[config.mk]
export PLATFORM = sky130hd
export DESIGN_NAME = imem_program_loader_flat
export DESIGN_NICKNAME = d
export VERILOG_FILES = /design/src/rtl/imem_program_loader_if.sv /design/src/rtl/imem_program_loader.sv /design/src/flat_wrapper.sv
export SDC_FILE = /design/constraint.sdc
export NUM_CORES = 1
export LEC_CHECK = 0
export CORE_ASPECT_RATIO = 0.8
export CORE_UTILIZATION = 30
export CTS_BUF_LIST = sky130_fd_sc_hd__clkbuf_4 sky130_fd_sc_hd__clkbuf_8
export DETAILED_ROUTE_END_ITERATION = 10
export PLACE_DENSITY = 0.55
export SYNTH_ARGS = -nofsm -noshare
export SYNTH_HDL_FRONTEND = slang
export SYNTH_SLANG_ARGS = --single-unit
[constraint.sdc]
create_clock -name clk -period 1.9 [get_ports clk]
set_input_delay 0.19 -clock clk [delete_from_list [all_inputs] [get_ports clk]]
set_output_delay 0.19 -clock clk [all_outputs]
set_load 0.02 [all_outputs]
[src/rtl/imem_program_loader_if.sv]
// Byte-stream handshake into the boot loader.
// The source drives data/valid; the loader answers with ready.
interface imem_program_loader_if;
   logic [7:0] rx_data;
   logic       rx_valid;
   logic       rx_ready;

   modport master (output rx_data, output rx_valid, input rx_ready);
   modport slave  (input rx_data, input rx_valid, output rx_ready);
endinterface

[src/rtl/imem_program_loader.sv]
// Boot loader: assembles a length-prefixed, XOR-checked byte stream into
// instruction-memory writes and holds the core in reset until it is verified.
//
// state    | meaning
// ---------+------------------------------------------------------------
// S_IDLE   | waiting for COUNT_LO
// S_CNT_HI | waiting for COUNT_HI, then range-check N
// S_DATA   | assembling little-endian words, one write per 4 bytes
// S_CHK    | waiting for the XOR checksum byte
// S_RUN    | image verified, core released
// S_ERR    | image rejected, core held
module imem_program_loader #(
   parameter int ADDR_WIDTH = 8
) (
   input  logic                  clk,
   input  logic                  rst_n,
   imem_program_loader_if.slave  rx,
   input  logic                  load_req,
   output logic                  imem_we,
   output logic [ADDR_WIDTH-1:0] imem_addr,
   output logic [31:0]           imem_wdata,
   output logic                  cpu_rst_n,
   output logic                  done,
   output logic                  error,
   output logic [15:0]           words_loaded
);

   typedef enum logic [2:0] {
      S_IDLE,
      S_CNT_HI,
      S_DATA,
      S_CHK,
      S_RUN,
      S_ERR
   } state_t;

   localparam logic [16:0]           DEPTH_L  = 17'd1 << ADDR_WIDTH;
   localparam logic [ADDR_WIDTH:0]   ONE_WORD = 1;
   localparam logic [ADDR_WIDTH-1:0] ADDR_ONE = 1;

   state_t                state, state_nx;
   logic [7:0]            cnt_lo;
   logic [ADDR_WIDTH:0]   words_left;
   logic [ADDR_WIDTH-1:0] wr_addr;
   logic [1:0]            byte_idx;
   logic [23:0]           asm_word;
   logic [7:0]            chk_acc;

   logic                  accept;
   logic [15:0]           n_full;
   logic                  count_bad;
   logic                  word_done;
   logic                  last_word;

   assign rx.rx_ready = rst_n & ~load_req &
                        (state inside {S_IDLE, S_CNT_HI, S_DATA, S_CHK});
   assign accept      = rx.rx_valid & rx.rx_ready;
   assign n_full      = {rx.rx_data, cnt_lo};
   assign count_bad   = (n_full == 16'd0) || ({1'b0, n_full} > DEPTH_L);
   assign word_done   = accept && (state == S_DATA) && (byte_idx == 2'd3);
   assign last_word   = word_done && (words_left == ONE_WORD);

   always_ff @(posedge clk or negedge rst_n) begin
      if (!rst_n) begin
         state <= S_IDLE;
      end else begin
         state <= state_nx;
      end
   end

   always_comb begin
      state_nx = state;
      if (load_req) begin
         state_nx = S_IDLE;
      end else begin
         case (state)
            S_IDLE:   if (accept) state_nx = S_CNT_HI;
            S_CNT_HI: if (accept) state_nx = count_bad ? S_ERR : S_DATA;
            S_DATA:   if (last_word) state_nx = S_CHK;
            S_CHK:    if (accept) state_nx = (rx.rx_data == chk_acc) ? S_RUN : S_ERR;
            default:  state_nx = state;
         endcase
      end
   end

   // Status flags follow the next state so they settle one edge after the deciding byte.
   always_ff @(posedge clk or negedge rst_n) begin
      if (!rst_n) begin
         cpu_rst_n <= 1'b0;
         done      <= 1'b0;
         error     <= 1'b0;
      end else begin
         cpu_rst_n <= (state_nx == S_RUN);
         done      <= (state_nx == S_RUN);
         error     <= (state_nx == S_ERR);
      end
   end

   always_ff @(posedge clk or negedge rst_n) begin
      if (!rst_n) begin
         cnt_lo       <= '0;
         words_left   <= '0;
         wr_addr      <= '0;
         byte_idx     <= '0;
         asm_word     <= '0;
         chk_acc      <= '0;
         imem_we      <= 1'b0;
         imem_addr    <= '0;
         imem_wdata   <= '0;
         words_loaded <= '0;
      end else begin
         imem_we <= 1'b0;
         if (load_req) begin
            byte_idx     <= '0;
            chk_acc      <= '0;
            words_loaded <= '0;
         end else if (accept) begin
            case (state)
               S_IDLE: cnt_lo <= rx.rx_data;
               S_CNT_HI: begin
                  words_left <= n_full[ADDR_WIDTH:0];
                  wr_addr    <= '0;
                  byte_idx   <= '0;
                  chk_acc    <= '0;
               end
               S_DATA: begin
                  chk_acc  <= chk_acc ^ rx.rx_data;
                  byte_idx <= byte_idx + 2'd1;
                  case (byte_idx)
                     2'd0: asm_word[7:0]   <= rx.rx_data;
                     2'd1: asm_word[15:8]  <= rx.rx_data;
                     2'd2: asm_word[23:16] <= rx.rx_data;
                     default: begin
                        imem_we      <= 1'b1;
                        imem_addr    <= wr_addr;
                        imem_wdata   <= {rx.rx_data, asm_word};
                        wr_addr      <= wr_addr + ADDR_ONE;
                        words_left   <= words_left - ONE_WORD;
                        words_loaded <= words_loaded + 16'd1;
                     end
                  endcase
               end
               default: ;
            endcase
         end
      end
   end

endmodule

[src/flat_wrapper.sv]
// flat-port wrapper written by rule: the top's interface ports become plain ports
module imem_program_loader_flat 
#(
   parameter int ADDR_WIDTH = 8
)
  (clk, rst_n, load_req, imem_we, imem_addr, imem_wdata, cpu_rst_n, done, error, words_loaded, rx_rx_data, rx_rx_valid, rx_rx_ready);
  imem_program_loader_if rx_i ();
  input  logic clk;
  input  logic rst_n;
  input  logic load_req;
  output logic imem_we;
  output logic [ADDR_WIDTH-1:0] imem_addr;
  output logic [31:0] imem_wdata;
  output logic cpu_rst_n;
  output logic done;
  output logic error;
  output logic [15:0] words_loaded;
  input wire logic [$bits(rx_i.rx_data)-1:0] rx_rx_data;
  input wire logic [$bits(rx_i.rx_valid)-1:0] rx_rx_valid;
  output wire logic [$bits(rx_i.rx_ready)-1:0] rx_rx_ready;
  assign rx_i.rx_data = rx_rx_data;
  assign rx_i.rx_valid = rx_rx_valid;
  assign rx_rx_ready = rx_i.rx_ready;
  imem_program_loader #(.ADDR_WIDTH(ADDR_WIDTH)) u_core (.clk(clk), .rst_n(rst_n), .rx(rx_i), .load_req(load_req), .imem_we(imem_we), .imem_addr(imem_addr), .imem_wdata(imem_wdata), .cpu_rst_n(cpu_rst_n), .done(done), .error(error), .words_loaded(words_loaded));
endmodule
======== Yosys cells after proc, flatten, opt, wreduce, memory -nomap -nowiden ========
Cells that the tools add are included.
Widths: inputs -> output; s select.
operators by class
  add/subtract/negate cells ............... 4
  equal/unequal tests ..................... 12
  order comparisons ....................... 1
  multiplexer cells ....................... 26
  bitwise logic cells ..................... 6
  reductions and logical operators ........ 21
operators by type and width
  cell                   number
  $mux 16                4
  $pmux 8 s2             2
  $mux 8                 3
  $reduce_and 4->1       5
  $mux 3                 6
  $pmux 9 s2             1
  $add 16x1->16 const B  1
  $gt 16x9->1 const B    1
  $logic_not 16->1       1
  $pmux 3 s4             1
  $eq 9x1->1 const B     1
  $mux 9                 1
  $sub 9x1->9 const B    1
  $add 8x1->8 const B    1
  $eq 8x8->1             1
  $xor 8x8->8            1
  $eq 3x2->1 const B     2
  $eq 3x3->1 const B     2
  $reduce_and 3->1       2
  $reduce_bool 2->1      3
  $mux 1                 5
  $eq 2x2->1 const B     2
  $mux 2                 2
  $pmux 2 s2             1
  15 further kinds       20
storage, ports and cells
  logic and storage cells ................. 85
  output and inout bits ................... 61
  input bits .............................. 12
  register bits ........................... 121

======== Depth between registers and ports, before layout ========
  word-level depth ........................ 11
  mapped depth ............................ 9
  gate-level depth less buffers ........... 7

======== Least setup slack after synthesis ========
Ideal clock, no wire load.
  path kind ............................... flip-flop to flip-flop
  start ................................... register u_core.cnt_lo[5]
  end ..................................... register u_core.error
  cell stages (with the launch flop) ...... 6
  data arrival time ....................... 1.742 ns
  path slack .............................. 0.021 ns
  clock period less this slack ............ 1.879 ns
  data required time ...................... 1.763 ns
  path buffers ............................ 0
  setup time .............................. 0.137 ns
  path through ............................ dfrtp_1 > or4_4 > o21ai_1 > or3b_4 > a32oi_1 > nor3_1
on the way
  longest elaborated chain between the ends .. 7
  elaborated cells between the ends (all ways) .. 8
  those cells by class .................... 1 x order compare; 1 x eq/ne; 4 x mux; 2 x reduce/logical
RTL lines
  element                                          line                        source
  start: declaration                               imem_program_loader.sv:42   logic [7:0] cnt_lo;
  start signal: assignment                         imem_program_loader.sv:119  S_IDLE: cnt_lo <= rx.rx_data;
  $gt 16x9->1 or $logic_not 16->1 (tied branches)  imem_program_loader.sv:59   assign count_bad = (n_full == 16'd0) || ({1'b0, n_full} > DEPTH_L);
  $logic_or 1x1->1 (*)                             imem_program_loader.sv:59
  $mux 3 (*) (2 in a row)                          imem_program_loader.sv:78   S_CNT_HI: if (accept) state_nx = count_bad ? S_ERR : S_DATA;
  $pmux 3 s4 (*)                                   imem_program_loader.sv:76   case (state)
  $mux 3 (*)                                       imem_program_loader.sv:73   if (load_req) begin
  $eq 3x3->1 (*)                                   imem_program_loader.sv:95   error <= (state_nx == S_ERR);
  end signal: assignment                           imem_program_loader.sv:95
  end: declaration                                 imem_program_loader.sv:24   output logic error,
Every way passes the cells marked *; elsewhere a longest branch is shown, timed or not.
A chain may end at the register's enable or synchronous reset.

======== Final worst setup path ========
  start ................................... register u_core.cnt_lo[6]
  end ..................................... register u_core.cpu_rst_n
on the way
  longest elaborated chain between the ends .. 7
  elaborated cells between the ends (all ways) .. 8
  those cells by class .................... 1 x order compare; 1 x eq/ne; 4 x mux; 2 x reduce/logical
RTL lines
  element                                          line                       source
  $gt 16x9->1 or $logic_not 16->1 (tied branches)  imem_program_loader.sv:59
  $logic_or 1x1->1 (*)                             imem_program_loader.sv:59
  $mux 3 (*) (2 in a row)                          imem_program_loader.sv:78
  $pmux 3 s4 (*)                                   imem_program_loader.sv:76
  $mux 3 (*)                                       imem_program_loader.sv:73
  $eq 3x3->1 (*)                                   imem_program_loader.sv:93  cpu_rst_n <= (state_nx == S_RUN);
  end signal: assignment                           imem_program_loader.sv:93
  end: declaration                                 imem_program_loader.sv:22  output logic cpu_rst_n,
Marked as above.

==> results.yml <==
global_routing:
  grt_start_max_net_pins: 115
  grt_pass1_vias: 4198
  grt_usage: 0.154
  antenna_found_initial: 0
  overflow: 0
  grt_pass1_wl_mm: 21.4
timing:
  grt_setup_unrepaired: "yes"
  fin_crit_ns: 1.99
  fin_ws_ns: -0.0883
  fmax_mhz: 503
  post-route-period-util: 1.05
  fin_hold_ws_ns: 0.212
  setup_violations: 5
  hold_viol: 0
  slew_viol_final: 0
  fin_skew_ns: 0.0100
  maxSlewHeadroom: 0.576
  worst_pin_slew_ns: 0.636
layout:
  num_antenna_cells: 0
  finalNetCount: 675
  fin_cells: 892
  nFillCells: 1727
  syn_to_final_growth_pct: 34.6
  drive_gt1_frac: 0.214
  final_util: 0.414
floorplan:
  rows: 43
  die-area_sq_um: 18400
  ioPinCount: 73
  die_w_microns: 151
  initial_core_util: 0.307
  core-area_sq_um: 17400
  die-height_microns: 122
logic_synthesis:
  synth.distinct_cells: 42
  synthTopCellsByCount: "152 x nand2_1, 121 x dfrtp_1, 41 x nor2_1, 33 x mux2_2, 28 x o21ai_0"
  async_flop_share: 1.00
  synth_area_leader_cell: "dfrtp_1"
  syn_area_sq_um: 5360
  synth_top_family_by_area: "simple AND/OR/NAND/NOR gates"
  synthesis.nets: 555
  synth_top_area_frac: 0.565
  synth_edf_count: 0
  muxShareOfSynthArea: 0.0693
  syn_inst: 534
  synthAdderAreaFrac: 0.0210
  seq_area_frac_synth: 0.565
  synth_ff_type: "dfrtp_1"
  synth-simple-area-share: 0.207
  ys_ff_latch: 121
  synth_compound_area_frac: 0.0663
  synth_xor_xnor_area_share: 0.0425
  yosysMostFrequentCell: "nand2_1"
  synthTopCellsByArea: "dfrtp_1 56%, nand2_1 11%, mux2_2 6.9%, nor2_1 2.9%, xor2_1 2.8%"
  postSynthAreaPerCell_sq_um: 10.0
  yosysWarnings: 0
critical_path:
  rr_endpoint: "u_core.cpu_rst_n$_DFF_PN0_"
  r2r_start: "u_core.cnt_lo[6]$_DFFE_PN0P_"
  cp.required_ns: 2.26
  rrSetupSlack_ns: -0.09
  path_cells: "or4_4, o21ai_2, or3b_4, a31oi_4, nor3b_4"
  arrival_ns: 2.35
  rr_worst_depth: 5
  start_kind: "flop"
  path_max_fanout: 4
  end_kind: "flop"
  critical-path-slowest-cell: "or4_4"
  crit_type: "flop to flop"
  max_stage_delay_ns: 0.55
place:
  post-place-ws_ns: -0.286
  globalplace.congestion: 0.815
  port_buffers: 72
  dp.cells: 854
  hpwlAfterDp_mm: 9.15
power:
  power.total_mw: 5.64
  ir_worst_vdd_v: 0.000371
  p_per_area_nw_per_um2: 782
  p_leak_nw: 3.41
route:
  vias: 4187
  ant_nets: 0
  drtPass1Iterations: 4
  wirelength_mm: 13.0
  drc: 0
  vias_per_cell: 4.69
  wire_per_inst_microns: 14.6
  drt_iter0_drc: 255
clock_network:
  cts.clk_slew.worst_paths_ns: 0.07
  htree_levels: 4
  root_buffer: "clkbuf_8"
  clkLatencyLatePin_ns: 0.44
  cts_tree: "yes"
  cts.sinks: 121
  clockBufferDepth: 2
  cts_buffers: 17
run_status:
  status: "finished, violations left"
  violations: "negative setup slack"
run:
  maxCapViolCount: 0
hold_path:
  hp-class: "primary input to async pin"
-- timing repair --
item | CTS | global route
gates cloned | 0 | 0
pin swaps | 1 | 8
buffers inserted | 2 | 3
setup endpoints to repair | 5 | 40
hold buffers | 1 | 0
resized for setup | 3 | 16
hold endpoints to repair | 7 | 0
-- report_power, final --
part           internal [mW]  leakage [nW]  total [mW]  switching [mW]
Clock                   1.18         0.196        2.19            1.01
Sequential              2.71          1.65        2.83           0.122
Combinational          0.301          1.56       0.622           0.321
-- kinds of logic (layout without fill, tap and decap cells) --
kind of cell	Yosys count	after routing
xor+xnor	26	26
flops	121	121
buf+inv	37	170
fa+ha+maj	9	9
simple gates	251	251
compound gates	57	57
mux	33	33
-- flip-flops by register name (all words and copies together), names as in the netlist --
name                 cells
u_core.state             3
u_core.chk_acc           8
u_core.cpu_rst_n         1
u_core.byte_idx          2
u_core.words_loaded     16
u_core.imem_we           1
u_core.imem_addr         8
u_core.imem_wdata       32
u_core.cnt_lo            8
u_core.wr_addr           8
u_core.words_left        9
u_core.asm_word         24
u_core.error             1
-- metrics by stage --
| stage | TNS, ns | area, sq um |
|---|---|---|
| 2_1_floorplan | 0 | 5360 |
| 3_3_place_gp | -7.55 | 6700 |
| 3_5_place_dp | -10.58 | 6700 |
| 4_1_cts | -0.188 | 7110 |
| 5_1_grt | -0.997 | 7210 |
| 6_report | -0.347 | 7210 |
-- layout by cell type, fill, tap and decap left out, types with 5 or more instances in the layout --
| master | netlist | layout |
|---|---|---|
| inv_1 | 9 | 8 |
| clkinv_2 | 0 | 5 |
| nand2_1 | 152 | 151 |
| nor2_1 | 41 | 39 |
| o21ai_0 | 28 | 28 |
| nor3_1 | 11 | 10 |
| ha_1 | 9 | 9 |
| nand3_1 | 9 | 8 |
| buf_12 | 0 | 6 |
| mux2_2 | 33 | 33 |
| buf_4 | 2 | 51 |
| clkdlybuf4s50_1 | 0 | 70 |
| nand4_1 | 9 | 9 |
| clkbuf_8 | 0 | 20 |
| xnor2_1 | 9 | 9 |
| xor2_1 | 17 | 17 |
| dfrtp_1 | 121 | 121 |
| a21oi_1 | 8 | 7 |
-- critical path: cells and delay by family (launching register included) --
| kind | cells | cell delay, ns |
|---|---|---|
| flip-flops | 1 | 0.39 |
| AO/OA/AOI/OAI | 2 | 0.33 |
| AND/OR/NAND/NOR | 3 | 1.19 |
-- how the worst max path moves through the flow --
stage	startpoint	to
CTS	u_core.cnt_lo[5]$_DFFE_PN0P_	u_core.cpu_rst_n$_DFF_PN0_
floorplan	u_core.cnt_lo[5]$_DFFE_PN0P_	u_core.error$_DFF_PN0_
detailed placement	load_req	u_core.words_left[7]$_DFFE_PN0P_
global route	u_core.cnt_lo[6]$_DFFE_PN0P_	u_core.cpu_rst_n$_DFF_PN0_
global placement	rx_rx_data[2]	u_core.error$_DFF_PN0_
finish	u_core.cnt_lo[6]$_DFFE_PN0P_	u_core.cpu_rst_n$_DFF_PN0_
-- layout make-up --
class                           count  area, sq um  area share
Sequential cell                   121         3030       0.420
Clock inverter                      8         70.1     0.00971
Multi-Input combinational cell    376         2270       0.315
Timing Repair Buffer              129         1220       0.169
Inverter                            9         36.3     0.00503
Clock buffer                       24          305      0.0423
Tap cell                          225          282      0.0390
-- layer usage --
metal	up-vias	track usage	routed length [microns]
li1	2036	-	-
met1	2036	0.212	6420
met2	97	0.226	5780
met3	18	0.0416	601
met4	0	0.0644	221
met5	-	0	0
Power figures use the tool's default switching activity.
